`src/rtl/fetch_stage.sv`:
```
// fetch_stage: instruction-fetch stage of the five-stage MIPS pipeline.
// Owns the PC, drives the SRAM-like instruction request bus and presents
// one fetch slot (PC plus status) to decode. Redirects from execute
// (taken branch/jump) and commit (exception/ERET) follow delay-slot rules.
// Wrong-path fetches always complete on the bus and are flagged cancelled.
//
// Optional feature: define FETCH_ADEL_EN to raise an AdEL fetch exception
// for misaligned PCs and halt fetching until the next exception redirect.
// Without it the address is forced word-aligned and no exception is raised.
`timescale 1ns/1ps

module fetch_stage #(
    parameter logic [31:0] RESET_PC = 32'hbfc00000
) (
    input  logic        clk,
    input  logic        resetn,
    output logic        inst_req,
    output logic [31:0] inst_addr,
    input  logic        inst_addr_ok,
    input  logic        br_taken_i,
    input  logic [31:0] br_target_i,
    input  logic        exc_redirect_i,
    input  logic [31:0] exc_target_i,
    input  logic        ready_i,
    output logic        valid_o,
    output logic [31:0] pc_o,
    output logic        cancelled_o,
    output logic        exc_o,
    output logic        exc_miss_o,
    output logic [4:0]  exccode_o
);

    typedef enum logic [1:0] {
        ST_RUN  = 2'd0,
        ST_HOLD = 2'd1,
        ST_HALT = 2'd2
    } state_t;

    localparam logic [4:0] EXC_ADEL = 5'h04;

    state_t      state_q, state_d;
    logic [31:0] pc_q, pc_d;
    logic        valid_q, valid_d;
    logic [31:0] pc_out_q, pc_out_d;
    logic        cancelled_q, cancelled_d;
    logic        exc_q, exc_d;
    logic [4:0]  exccode_q, exccode_d;
    logic        kill_q, kill_d;
    logic        br_pend_q, br_pend_d;
    logic [31:0] redir_q, redir_d;

    logic slot_free;
    logic slot_live;
    logic misaligned;
    logic adel_fault;
    logic accept;
    logic stall;
    logic br_use;
    logic wrong_path;

`ifdef FETCH_ADEL_EN
    assign misaligned = (pc_q[1:0] != 2'b00);
`else
    assign misaligned = 1'b0;
`endif

    // Slot can take a new fetch when empty or being consumed this cycle.
    assign slot_free  = !valid_q || ready_i;
    // A live slot is a real (non-wrong-path) instruction: a branch now in
    // execute means this slot is its delay slot.
    assign slot_live  = valid_q && !cancelled_q;
    // Misaligned fetch in RUN turns into an exception slot instead of a request.
    assign adel_fault = resetn && (state_q == ST_RUN) && slot_free && misaligned;
    assign accept     = inst_req && inst_addr_ok;
    // An issued request that was not taken must stay on the bus unchanged,
    // so redirects in that cycle are deferred through kill/redir.
    assign stall      = inst_req && !inst_addr_ok;
    assign br_use     = br_taken_i && !exc_redirect_i;
    // Anything entering the slot this cycle is wrong-path in these cases.
    assign wrong_path = kill_q || exc_redirect_i || (br_use && slot_live);

    // State register.
    always_ff @(posedge clk) begin
        if (!resetn) begin
            state_q <= ST_RUN;
        end else begin
            state_q <= state_d;
        end
    end

    // Next-state logic: HOLD keeps an unaccepted request alive, HALT parks after AdEL.
    always_comb begin
        state_d = state_q;
        case (state_q)
            ST_RUN: begin
                if (adel_fault && !wrong_path) begin
                    state_d = ST_HALT;
                end else if (stall) begin
                    state_d = ST_HOLD;
                end
            end
            ST_HOLD: begin
                if (inst_addr_ok) begin
                    state_d = ST_RUN;
                end
            end
            ST_HALT: begin
                if (exc_redirect_i) begin
                    state_d = ST_RUN;
                end
            end
            default: state_d = ST_RUN;
        endcase
    end

    // Output logic: request is suppressed during reset and while halted.
    always_comb begin
        inst_req = 1'b0;
        if (resetn) begin
            case (state_q)
                ST_HOLD: inst_req = 1'b1;
                ST_RUN:  inst_req = slot_free && !misaligned;
                default: inst_req = 1'b0;
            endcase
        end
`ifdef FETCH_ADEL_EN
        inst_addr = pc_q;
`else
        inst_addr = {pc_q[31:2], 2'b00};
`endif
    end

    // Datapath next-state: slot contents, PC sequencing and redirect bookkeeping.
    always_comb begin
        pc_d        = pc_q;
        valid_d     = valid_q;
        pc_out_d    = pc_out_q;
        cancelled_d = cancelled_q;
        exc_d       = exc_q;
        exccode_d   = exccode_q;
        kill_d      = kill_q;
        br_pend_d   = br_pend_q;
        redir_d     = redir_q;

        // Slot update: a new fetch, an AdEL exception, a consume, or a flush.
        if (accept) begin
            valid_d     = 1'b1;
            pc_out_d    = pc_q;
            cancelled_d = wrong_path;
            exc_d       = 1'b0;
            exccode_d   = 5'h00;
        end else if (adel_fault) begin
            valid_d     = 1'b1;
            pc_out_d    = pc_q;
            cancelled_d = wrong_path;
            exc_d       = 1'b1;
            exccode_d   = EXC_ADEL;
        end else if (ready_i) begin
            valid_d     = 1'b0;
            cancelled_d = 1'b0;
        end else if (exc_redirect_i && valid_q) begin
            cancelled_d = 1'b1;
        end

        // Sequential PC advance, or a deferred redirect once the held fetch goes.
        if (accept) begin
            if (kill_q || br_pend_q) begin
                pc_d      = redir_q;
                kill_d    = 1'b0;
                br_pend_d = 1'b0;
            end else begin
                pc_d = pc_q + 32'd4;
            end
        end

        // Redirects: exception wins over branch.
        if (exc_redirect_i) begin
            br_pend_d = 1'b0;
            if (stall) begin
                kill_d  = 1'b1;
                redir_d = exc_target_i;
            end else begin
                pc_d   = exc_target_i;
                kill_d = 1'b0;
            end
        end else if (br_use) begin
            if (slot_live) begin
                // Delay slot already fetched: the in-flight request is wrong-path.
                if (stall) begin
                    kill_d  = 1'b1;
                    redir_d = br_target_i;
                end else begin
                    pc_d = br_target_i;
                end
            end else if (accept) begin
                // The fetch accepted right now is the delay slot.
                pc_d = br_target_i;
            end else begin
                // Delay slot still to be accepted; redirect after it.
                br_pend_d = 1'b1;
                redir_d   = br_target_i;
            end
        end
    end

    // Datapath registers.
    always_ff @(posedge clk) begin
        if (!resetn) begin
            pc_q        <= RESET_PC;
            valid_q     <= 1'b0;
            pc_out_q    <= 32'h0;
            cancelled_q <= 1'b0;
            exc_q       <= 1'b0;
            exccode_q   <= 5'h00;
            kill_q      <= 1'b0;
            br_pend_q   <= 1'b0;
            redir_q     <= 32'h0;
        end else begin
            pc_q        <= pc_d;
            valid_q     <= valid_d;
            pc_out_q    <= pc_out_d;
            cancelled_q <= cancelled_d;
            exc_q       <= exc_d;
            exccode_q   <= exccode_d;
            kill_q      <= kill_d;
            br_pend_q   <= br_pend_d;
            redir_q     <= redir_d;
        end
    end

    assign valid_o     = valid_q;
    assign pc_o        = pc_out_q;
    assign cancelled_o = cancelled_q;
    assign exc_o       = exc_q;
    assign exccode_o   = exccode_q;
    assign exc_miss_o  = 1'b0;

endmodule

```
`config.mk`:
```
export PLATFORM = sky130hd
export DESIGN_NAME = fetch_stage
export DESIGN_NICKNAME = d
export VERILOG_FILES = /design/src/rtl/fetch_stage.sv
export SDC_FILE = /design/constraint.sdc
export NUM_CORES = 1
export LEC_CHECK = 0
export BUFFER_PORTS_ARGS = -buffer_cell sky130_fd_sc_hd__buf_4
export CAP_MARGIN = 20
export CELL_PAD_IN_SITES_DETAIL_PLACEMENT = 0
export CELL_PAD_IN_SITES_GLOBAL_PLACEMENT = 1
export CORE_MARGIN = 4
export CORE_UTILIZATION = 39
export DETAILED_ROUTE_END_ITERATION = 16
export PLACE_DENSITY_LB_ADDON = 0.1
export SETUP_SLACK_MARGIN = 0.3
export SLEW_MARGIN = 20
export SYNTH_ARGS = -nofsm -noshare
export SYNTH_HDL_FRONTEND = slang
export SYNTH_SLANG_ARGS = --single-unit
```
`constraint.sdc`:
```
create_clock -name clk -period 2.5 [get_ports clk]
set_input_delay 0.375 -clock clk [delete_from_list [all_inputs] [get_ports clk]]
set_output_delay 0.375 -clock clk [all_outputs]
set_load 0.01 [all_outputs]
```
==> results of run 1 <==
[synth_stat cells (8+ instances only)]
library cell,count
buf_4,40
nand2_1,117
nand3_1,47
a31oi_1,12
a32oi_1,12
a211oi_1,28
nand4_1,8
and3_1,15
mux2i_1,25
nor3_1,9
a221oi_1,14
clkbuf_1,41
buf_2,21
a21oi_1,38
o21ai_0,29
dfxtp_1,101
a311oi_1,12
o22ai_1,9
nor2_1,75
[cell families (layout without fill, tap and decap cells)]
family                   count (synthesis)  in the layout  share of synthesized area [%]
AO/OA/AOI/OAI                          207            207                           24.9
XOR/XNOR                                 7              7                           1.05
adder cells (fa/ha/maj)                  1              1                          0.214
buffers and inverters                  115            200                           10.4
flip-flops                             101            101                           34.5
multiplexers                            25             25                           4.28
other                                    1              9                         0.0641
AND/OR/NAND/NOR                        305            305                           24.5
[timing repair]
item,CTS,global route
resized for setup,2,12
pin swaps,1,2
setup endpoints to repair,1,44
cloned,0,1
buffers inserted,2,2
[report_power, final]
group / internal [mW] / total (mW) / switching (mW)
registers: 1.75 / 1.91 / 0.158
clock network: 0.767 / 1.42 / 0.649
logic: 0.462 / 1.05 / 0.584
[critical path: cells and delay by family (launching register included)]
family | cells | cell delay, ns
AOI/OAI and AO/OA | 1 | 0.35
DFF | 1 | 0.48
and+or+nand+nor | 4 | 1.20
[registers in the layout (all words and copies together) (netlist names)]
| register | count |
|---|---|
| cancelled_o | 1 |
| state_q | 1 |
| pc_q | 32 |
| valid_o | 1 |
| kill_q | 1 |
| pc_o | 32 |
| br_pend_q | 1 |
| redir_q | 32 |
[per-stage QoR]
stage / power (mW) / instance area, µm² / hold slack (ns) / worst slack, ns / utilization, %
global placement: 2.93 / 6880 / 0.442 / 0.0626 / 47.0
floorplan: 2.55 / 5880 / 0.409 / 0.426 / -
finish: 4.37 / 7260 / 0.266 / 0.362 / 49.6
global route: 4.58 / 7260 / 0.276 / 0.297 / 49.6
CTS: 4.37 / 7190 / 0.259 / 0.308 / 49.1
detailed placement: 2.95 / 6880 / 0.440 / 0.0300 / 47.0
[layout by cell type, fill, tap and decap left out, types with 8 or more instances in the layout]
cell	n
buf_4	176
nand2_1	115
dfxtp_1	93
nor2_1	73
nand3_1	46
a21oi_1	37
o21ai_0	29
a211oi_1	28
mux2i_1	25
and3_1	15
a221oi_1	14
a311oi_1	12
a31oi_1	12
a32oi_1	12
clkbuf_16	10
nor3_1	9
conb_1	9
nand4_1	8
o22ai_1	8
dfxtp_2	8
[area by class of cell]
type | instances | area [µm²]
fill | 1452 | 7390
multi-input combinational | 554 | 3300
sequential | 101 | 2030
timing repair buffer | 179 | 1390
tap | 184 | 230
clock buffer | 10 | 229
clock inverter | 4 | 51.3
inverter | 7 | 26.3
[path summary, 6_finish.rpt]
check	start	endpoint	slack, ns	cells past startpoint
worst max register to register	pc_q[17]	pc_q[31]	0.36	5
worst min register to register	pc_q[0]	pc_o[0]	0.45	2
worst min-delay path	br_target_i[29]	pc_q[29]	0.27	3
worst max-delay path	pc_q[17]	pc_q[31]	0.36	5
[layer usage]
layer,track usage [%],up-vias,wire [µm]
li1,-,2922,-
met1,33.0,3016,9360
met2,38.6,271,10200
met3,3.78,34,1470
met4,8.47,0,368
met5,0,-,0
==> impl_metrics.csv, run 1 <==
group,metric,value,unit
critical_path,crit_arrival,2.38,ns
synthesis,ys.warnings.count,0,
critical_path,worstPathMaxFanout,7,
job,drv_cap,0,
clock_tree,clk_pin_slew,0.08,ns
sta,min_period,2.14,ns
global_routing,grt_max_degree,65,
clock_tree,cts_root_buf,"clkbuf_16",
clock_tree,cts_num_sinks,101,
critical_path,worst_setup_path_start_kind,"register",
route,drtAntennaViolNets,0,
route,totalWireLength,21.4,mm
clock_tree,clock_latency,0.35,ns
synthesis,ys_types,63,
floorplan,ios,144,
finish,finalNetCount,923,
route,drt_iter0_drc,686,
synthesis,synth-main-ff-cell,"dfxtp_1",
floorplan,design.core.area,14600,µm²
min_path,min_path_type,"input pin to register",
global_routing,grt_pass1_wl,32.4,mm
synthesis,seq_area_frac_synth,34.5,%
synthesis,synth.top_cell.area_share,34.5,%
finish,synthToLayoutAreaGrowth,24.0,%
placed_design,numPortBuffers,134,
placed_design,place_hpwl,14.5,mm
status,status,"finished, final reports clean",
sta,final_max_slew_viol_count,0,
synthesis,netlist_area,5850,µm²
finish,final-instance-count-excl-fill,1039,
pwr,leakagePower,3.10,nW
global_routing,grt_use_total,24.1,%
pwr,ir_drop,383,µV
clock_tree,h-tree-depth,3,
synthesis,syn_area_per_cell,7.68,µm²
critical_path,worstSetupPathType,"register to register",
placed_design,routabilityCongestion,0.937,
sta,skew,0.00931,ns
clock_tree,ctsHoldBuffers,0,
clock_tree,numCtsBuffers,9,
critical_path,crit_path_end_kind,"register",
synthesis,ys_ff_latch,101,
finish,drive_above_1_share,25.8,%
critical_path,cp_slowest_stage_delay,0.48,ns
sta,rsz0062_at_grt,"no",
floorplan,dieWidth,131,µm
critical_path,cp_slowest_cell,"dfxtp_1",
pwr,powerDensity,603,nW/µm²
route,via_per_inst,6.01,
sta,worst_pin_slew,0.616,ns
sta,setup-violations-final,0,
synthesis,synthArstFlopShare,0,%
route,vias,6243,
sta,fmax,468,MHz
critical_path,path_cells,"nand4_1 -> nor4_4 -> nand2_2 -> or3_1 -> a311o_1",
critical_path,required,2.74,ns
synthesis,ys_top_cells_by_area,"dfxtp_1 35%, nand2_1 7.5%, buf_4 5.1%",
floorplan,rows,44,
floorplan,die_y,131,µm
clock_tree,clockBufferDepth,2,
synthesis,yosysTopAreaCell,"dfxtp_1",
finish,num_antenna_cells,0,
sta,finalHoldViolCount,0,
synthesis,synth_edf_count,0,
placed_design,dp.cells,1020,
clock_tree,cts_tree,"built",
floorplan,die_area,17000,µm²
synthesis,synthCells,762,
route,wl_per_cell,20.6,µm
global_routing,grt_antenna_before_repair,0,
sta,relSlewSlack,58.6,%
global_routing,grt.overflow.total,0,
route,drc,0,
floorplan,start_util,40.0,%
sta,post-route-period-util,85.5,%
sta,finalSetupTns,0,ns
global_routing,grt_pass1_vias,5915,
route,drt_pass1_iterations,5,
(Power assumes the default switching activity.)
==> inputs of run 2 (changes only) <==
CORE_MARGIN = 2   (was 4)
CTS_BUF_LIST = sky130_fd_sc_hd__clkbuf_16   (was default)
==> impl_metrics.csv, run 2 (synthesis results as in run 1) <==
group,metric,value,unit
placed_design,routabilityCongestion,0.933,
placed_design,dp.cells,1032,
floorplan,die_y,127,µm
finish,finalNetCount,930,
route,drc,0,
sta,fmax,471,MHz
min_path,whs_endpoint,"pc_q[29]",
route,via_per_inst,5.86,
clock_tree,post-cts-setup-buffers,0,
floorplan,dieWidth,127,µm
critical_path,crit_arrival,2.36,ns
finish,final_cell_mix,"182 x buf_4, 116 x nand2_1, 98 x dfxtp_1, 73 x nor2_1, 47 x nand3_1",
pwr,ir_drop,353,µV
min_path,holdCritStartpoint,"br_target_i[29]",
clock_tree,cts_num_sinks,101,
sta,finalHoldViolCount,0,
critical_path,reg2reg_to,"pc_q[31]",
route,wl_per_cell,19.6,µm
critical_path,rr_startpoint,"pc_q[12]",
floorplan,ios,144,
finish,num_antenna_cells,0,
finish,drive_above_1_share,25.8,%
critical_path,worstSetupPathType,"register to register",
route,drt_pass1_iterations,5,
clock_tree,h-tree-depth,3,
clock_tree,cts_tree,"built",
clock_tree,clk_pin_slew,0.07,ns
critical_path,cp_slowest_cell,"dfxtp_1",
critical_path,reg2reg_depth,5,
placed_design,place_area,7000,µm²
critical_path,worst_setup_path_start_kind,"register",
global_routing,grt_max_degree,57,
finish,multi_input_area,3300,µm²
sta,setup-violations-final,0,
finish,finalInstanceArea,7300,µm²
sta,relSlewSlack,53.8,%
finish,synthToLayoutAreaGrowth,24.8,%
route,vias,6139,
status,status,"finished, final reports clean",
critical_path,worstPathMaxFanout,6,
global_routing,grt_antenna_before_repair,0,
sta,rsz0062_at_grt,"no",
clock_tree,numCtsBuffers,9,
critical_path,crit_family,"simple AND/OR/NAND/NOR gates",
global_routing,grt_use_total,25.6,%
pwr,leakagePower,3.12,nW
route,drtAntennaViolNets,0,
floorplan,die_area,16000,µm²
sta,min_period,2.12,ns
finish,fillers,1461,
finish,finish.utilization,50.1,%
route,drt_iter0_drc,550,
floorplan,start_util,40.1,%
placed_design,numPortBuffers,134,
placed_design,place_hpwl,14.4,mm
route,totalWireLength,20.5,mm
clock_tree,cts_root_buf,"clkbuf_16",
floorplan,rows,44,
sta,post-route-period-util,84.9,%
sta,worst_pin_slew,0.693,ns
global_routing,grt_pass1_vias,6002,
floorplan,design.core.area,14600,µm²
global_routing,grt.overflow.total,0,
finish,register_area,2030,µm²
min_path,holdPathStages,3,
clock_tree,clockBufferDepth,2,
sta,final_max_slew_viol_count,0,
sta,finalSetupTns,0,ns
critical_path,path_buf_inv,0,
critical_path,cp_slowest_stage_delay,0.47,ns
critical_path,path_cells,"nand2_1 -> nor4_4 -> nand2_2 -> or3_1 -> a311o_1",
min_path,min_path_type,"input pin to register",
critical_path,required,2.74,ns
clock_tree,clock_latency,0.36,ns
critical_path,r2r_slack,0.38,ns
sta,skew,0.00994,ns
finish,final-instance-count-excl-fill,1047,
critical_path,crit_path_end_kind,"register",
job,drv_cap,0,
pwr,powerDensity,598,nW/µm²
global_routing,grt_pass1_wl,32.8,mm
finish,layout_commonest_cell,"buf_4",
[run 2: changes by cell type in the layout (fill, tap and decap cells not counted), sizes merged]
cell    before  now
buf        178  186
clkbuf      11    9
clkinv       2    4
[run 2: tightest hold or removal path: stages]
cell and delay (ns):
buf_4 0.09, a221oi_1 0.06, o21ai_0 0.06
[run 2: per-stage QoR]
stage                     setup slack [ns]  power [mW]  hold WS [ns]
after global routing                 0.312        4.59         0.282
after detailed placement             0.213        2.98         0.431
after global placement               0.244        2.96         0.435
final                                0.378        4.37         0.269
after CTS                            0.350        4.36         0.265
after floorplan                      0.426        2.55         0.409
[run 2: how the worst max path moves through the flow]
stage              from  endpoint  slack (ns)  depth (start not counted)
5_1_grt        pc_q[12]  pc_q[31]        0.31                          5
3_3_place_gp    ready_i  pc_q[22]        0.24                          7
2_1_floorplan   pc_q[2]  pc_q[28]        0.43                          6
3_5_place_dp    ready_i  pc_q[22]        0.21                          7
6_report       pc_q[12]  pc_q[31]        0.38                          5
4_1_cts         pc_q[2]  pc_q[24]        0.35                          7
[run 2: routing by layer]
| layer | part of all wire (%) | routed length [µm] | up-vias | global-route usage (%) |
|---|---|---|---|---|
| met5 | 0 | 0 | - | 0 |
| met4 | 1.7 | 354 | 0 | 8.40 |
| met3 | 6.2 | 1260 | 27 | 3.04 |
| met2 | 46 | 9490 | 225 | 41.3 |
| met1 | 46 | 9410 | 2953 | 35.7 |
| li1 | - | - | 2934 | - |
[run 2: what timing repair did]
action / CTS / global route
resized for setup: 1 / 7
hold buffers: 0 / 0
cloned: 0 / 0
endpoints found under the setup margin: 2 / 21
pin swaps: 1 / 1
[run 2: area by class of cell]
class,count,area share [%]
Tap cell,184,3.15
Sequential cell,101,27.7
Multi-Input combinational cell,554,45.1
Clock inverter,6,0.754
Timing Repair Buffer,186,19.8
Clock buffer,9,3.08
Inverter,7,0.360
[run 2: power breakdown]
| part | internal, mW | switching, mW | leakage [nW] |
|---|---|---|---|
| combinational | 0.475 | 0.598 | 2.15 |
| clock | 0.762 | 0.645 | 0.136 |
| sequential | 1.75 | 0.134 | 0.833 |
| total | 2.99 | 1.38 | 3.12 |
==> inputs of run 3 (changes only) <==
ABC_AREA = 1   (was default)
CORE_UTILIZATION = 37   (was 39)
clock period = 2.18 ns   (was 2.5 ns; I/O delays follow)
==> impl_metrics.csv, run 3 <==
group,metric,value,unit
status,status,"finished, final reports clean",
route,drtAntennaViolNets,0,
critical_path,crit_path_end_kind,"register",
sta,holdWs,0.251,ns
finish,drive_above_1_share,20.9,%
finish,final_cell_mix,"327 x nand2_1, 176 x buf_4, 97 x dfxtp_1, 95 x o21ai_0, 70 x nand3_1",
clock_tree,clk_pin_slew,0.07,ns
sta,relSlewSlack,48.4,%
route,totalWireLength,22.7,mm
clock_tree,cts_tree,"built",
route,drt_iter0_drc,445,
placed_design,place_ws,0.128,ns
critical_path,crit_arrival,2.04,ns
synthesis,ys_top_cells_by_area,"dfxtp_1 33%, nand2_1 20%, o21ai_0 7.7%",
floorplan,die_area,17800,µm²
critical_path,worstSetupPathType,"register to register",
placed_design,numPortBuffers,134,
placed_design,place_hpwl,16.8,mm
synthesis,synthCells,991,
global_routing,grt_pass1_vias,6390,
floorplan,design.core.area,16500,µm²
sta,fmax,558,MHz
critical_path,path_cells,"inv_2 -> nor2_4 -> buf_4 -> nor2_4 -> nand2_1 -> nand2_2 -> buf_4 -> nand2_1 -> o211ai_1 -> o21a_1",
synthesis,seq_area_frac_synth,32.6,%
clock_tree,h-tree-depth,3,
synthesis,synth.most_common_cell,"nand2_1",
finish,synthToLayoutAreaGrowth,23.7,%
finish,layout_commonest_cell,"nand2_1",
synthesis,ys.warnings.count,0,
floorplan,start_util,37.7,%
critical_path,reg2reg_to,"pc_q[11]",
synthesis,synthArstFlopShare,0,%
finish,finalNetCount,1170,
sta,fin_ws,0.387,ns
sta,finalSetupTns,0,ns
min_path,whs_endpoint,"redir_q[20]",
synthesis,ys_types,39,
min_path,holdCritStartpoint,"br_target_i[20]",
critical_path,required,2.43,ns
sta,skew,0.0110,ns
global_routing,grt.overflow.total,0,
critical_path,rr_startpoint,"valid_o",
clock_tree,clock_latency,0.36,ns
clock_tree,cts_root_buf,"clkbuf_16",
placed_design,routabilityCongestion,0.897,
critical_path,cp_slowest_stage_delay,0.40,ns
sta,min_period,1.79,ns
global_routing,grt_max_degree,73,
synthesis,synth-main-ff-cell,"dfxtp_1",
pwr,leakagePower,3.48,nW
synthesis,synth_common_cells,"327 x nand2_1, 101 x dfxtp_1, 95 x o21ai_0, 71 x nand3_1, 69 x nor2_1",
synthesis,syn_area_per_cell,6.26,µm²
synthesis,netlist_area,6200,µm²
clock_tree,cts_num_sinks,101,
min_path,min_path_type,"input pin to register",
critical_path,worstPathMaxFanout,11,
floorplan,dieWidth,133,µm
floorplan,die_y,133,µm
floorplan,ios,144,
synthesis,synth.top_cell.area_share,32.6,%
floorplan,rows,47,
sta,post-route-period-util,82.2,%
global_routing,grt_antenna_before_repair,0,
pwr,powerDensity,634,nW/µm²
route,drt_pass1_iterations,5,
synthesis,ys_ff_latch,101,
sta,worst_pin_slew,0.774,ns
clock_tree,numCtsBuffers,9,
synthesis,synth_edf_count,0,
critical_path,r2r_slack,0.39,ns
min_path,holdPathStages,3,
critical_path,cp_slowest_cell,"dfxtp_1",
route,via_per_inst,5.16,
critical_path,reg2reg_depth,10,
sta,finalHoldViolCount,0,
job,drv_cap,0,
finish,num_antenna_cells,0,
global_routing,grt_use_total,25.6,%
sta,setup-violations-final,0,
sta,rsz0062_at_grt,"yes",
critical_path,worst_setup_path_start_kind,"register",
global_routing,grt_pass1_wl,35.5,mm
synthesis,yosysTopAreaCell,"dfxtp_1",
pwr,ir_drop,392,µV
sta,final_max_slew_viol_count,0,
clock_tree,clockBufferDepth,2,
route,drc,0,
route,vias,6826,
route,wl_per_cell,17.2,µm
run 3: repair_timing:
action	CTS	global route
hold buffers	0	0
pin swaps	0	2
resized for setup	4	17
setup endpoints to repair	13	48
setup buffers	0	3
run 3: area by class of cell:
type                       instances  area (µm²)
clock buffer                       9         225
clock inverter                     6        32.5
fill                            1796        8790
inverter                          71         277
multi-input combinational        736        3450
sequential                       101        2030
tap                              220         275
timing repair buffer             180        1380
run 3: kinds of logic (layout without fill, tap and decap cells):
logic type	after synthesis	count (layout)	share of synthesized area, %
other	1	9	0.0605
xor gates and xnor gates	3	3	0.424
adders and majority gates	1	1	0.202
and+or+nand+nor	500	500	33.6
AOI/OAI and AO/OA	223	223	20.1
buffers and inverters	162	266	13.1
DFF	101	101	32.6
run 3: metal layers:
metal,routed length (µm),up-vias,track usage [%],part of all wire [%]
met5,0,-,0,0
met4,465,0,8.45,2.0
met3,1340,29,3.27,5.9
met2,9740,234,39.3,43
met1,11200,3130,37.3,49
li1,-,3433,-,-
run 3: how the worst max path moves through the flow:
stage | to | slack (ns) | depth (start not counted) | start
finish | pc_q[11] | 0.39 | 10 | valid_o
global route | pc_q[27] | 0.22 | 11 | pc_q[23]
CTS | pc_q[17] | 0.32 | 9 | pc_q[3]
detailed placement | pc_q[22] | 0.13 | 11 | pc_q[3]
global placement | pc_q[16] | 0.14 | 11 | pc_q[3]
floorplan | pc_q[26] | 0.59 | 12 | pc_q[2]
run 3: where the power goes:
group,switching [mW],internal (mW)
logic,0.732,0.511
clock network,0.724,0.757
registers,0.142,2.00
run 3: worst max-delay path, delay by kind of cell (launching register included):
kind / cells / cell delay, ns
AOI/OAI and AO/OA: 2 / 0.29
DFF: 1 / 0.40
and+or+nand+nor: 5 / 0.50
buffers and inverters: 3 / 0.49
run 3: metrics by stage:
stage	instance area, µm²	util, %	cells	power, mW
after global routing	7670	46.6	1323	5.12
final	7670	46.6	1323	4.87
after global placement	7320	44.5	1305	3.40
after floorplan	6230	-	999	2.90
after CTS	7600	46.1	1320	4.88
after detailed placement	7320	44.5	1305	3.41
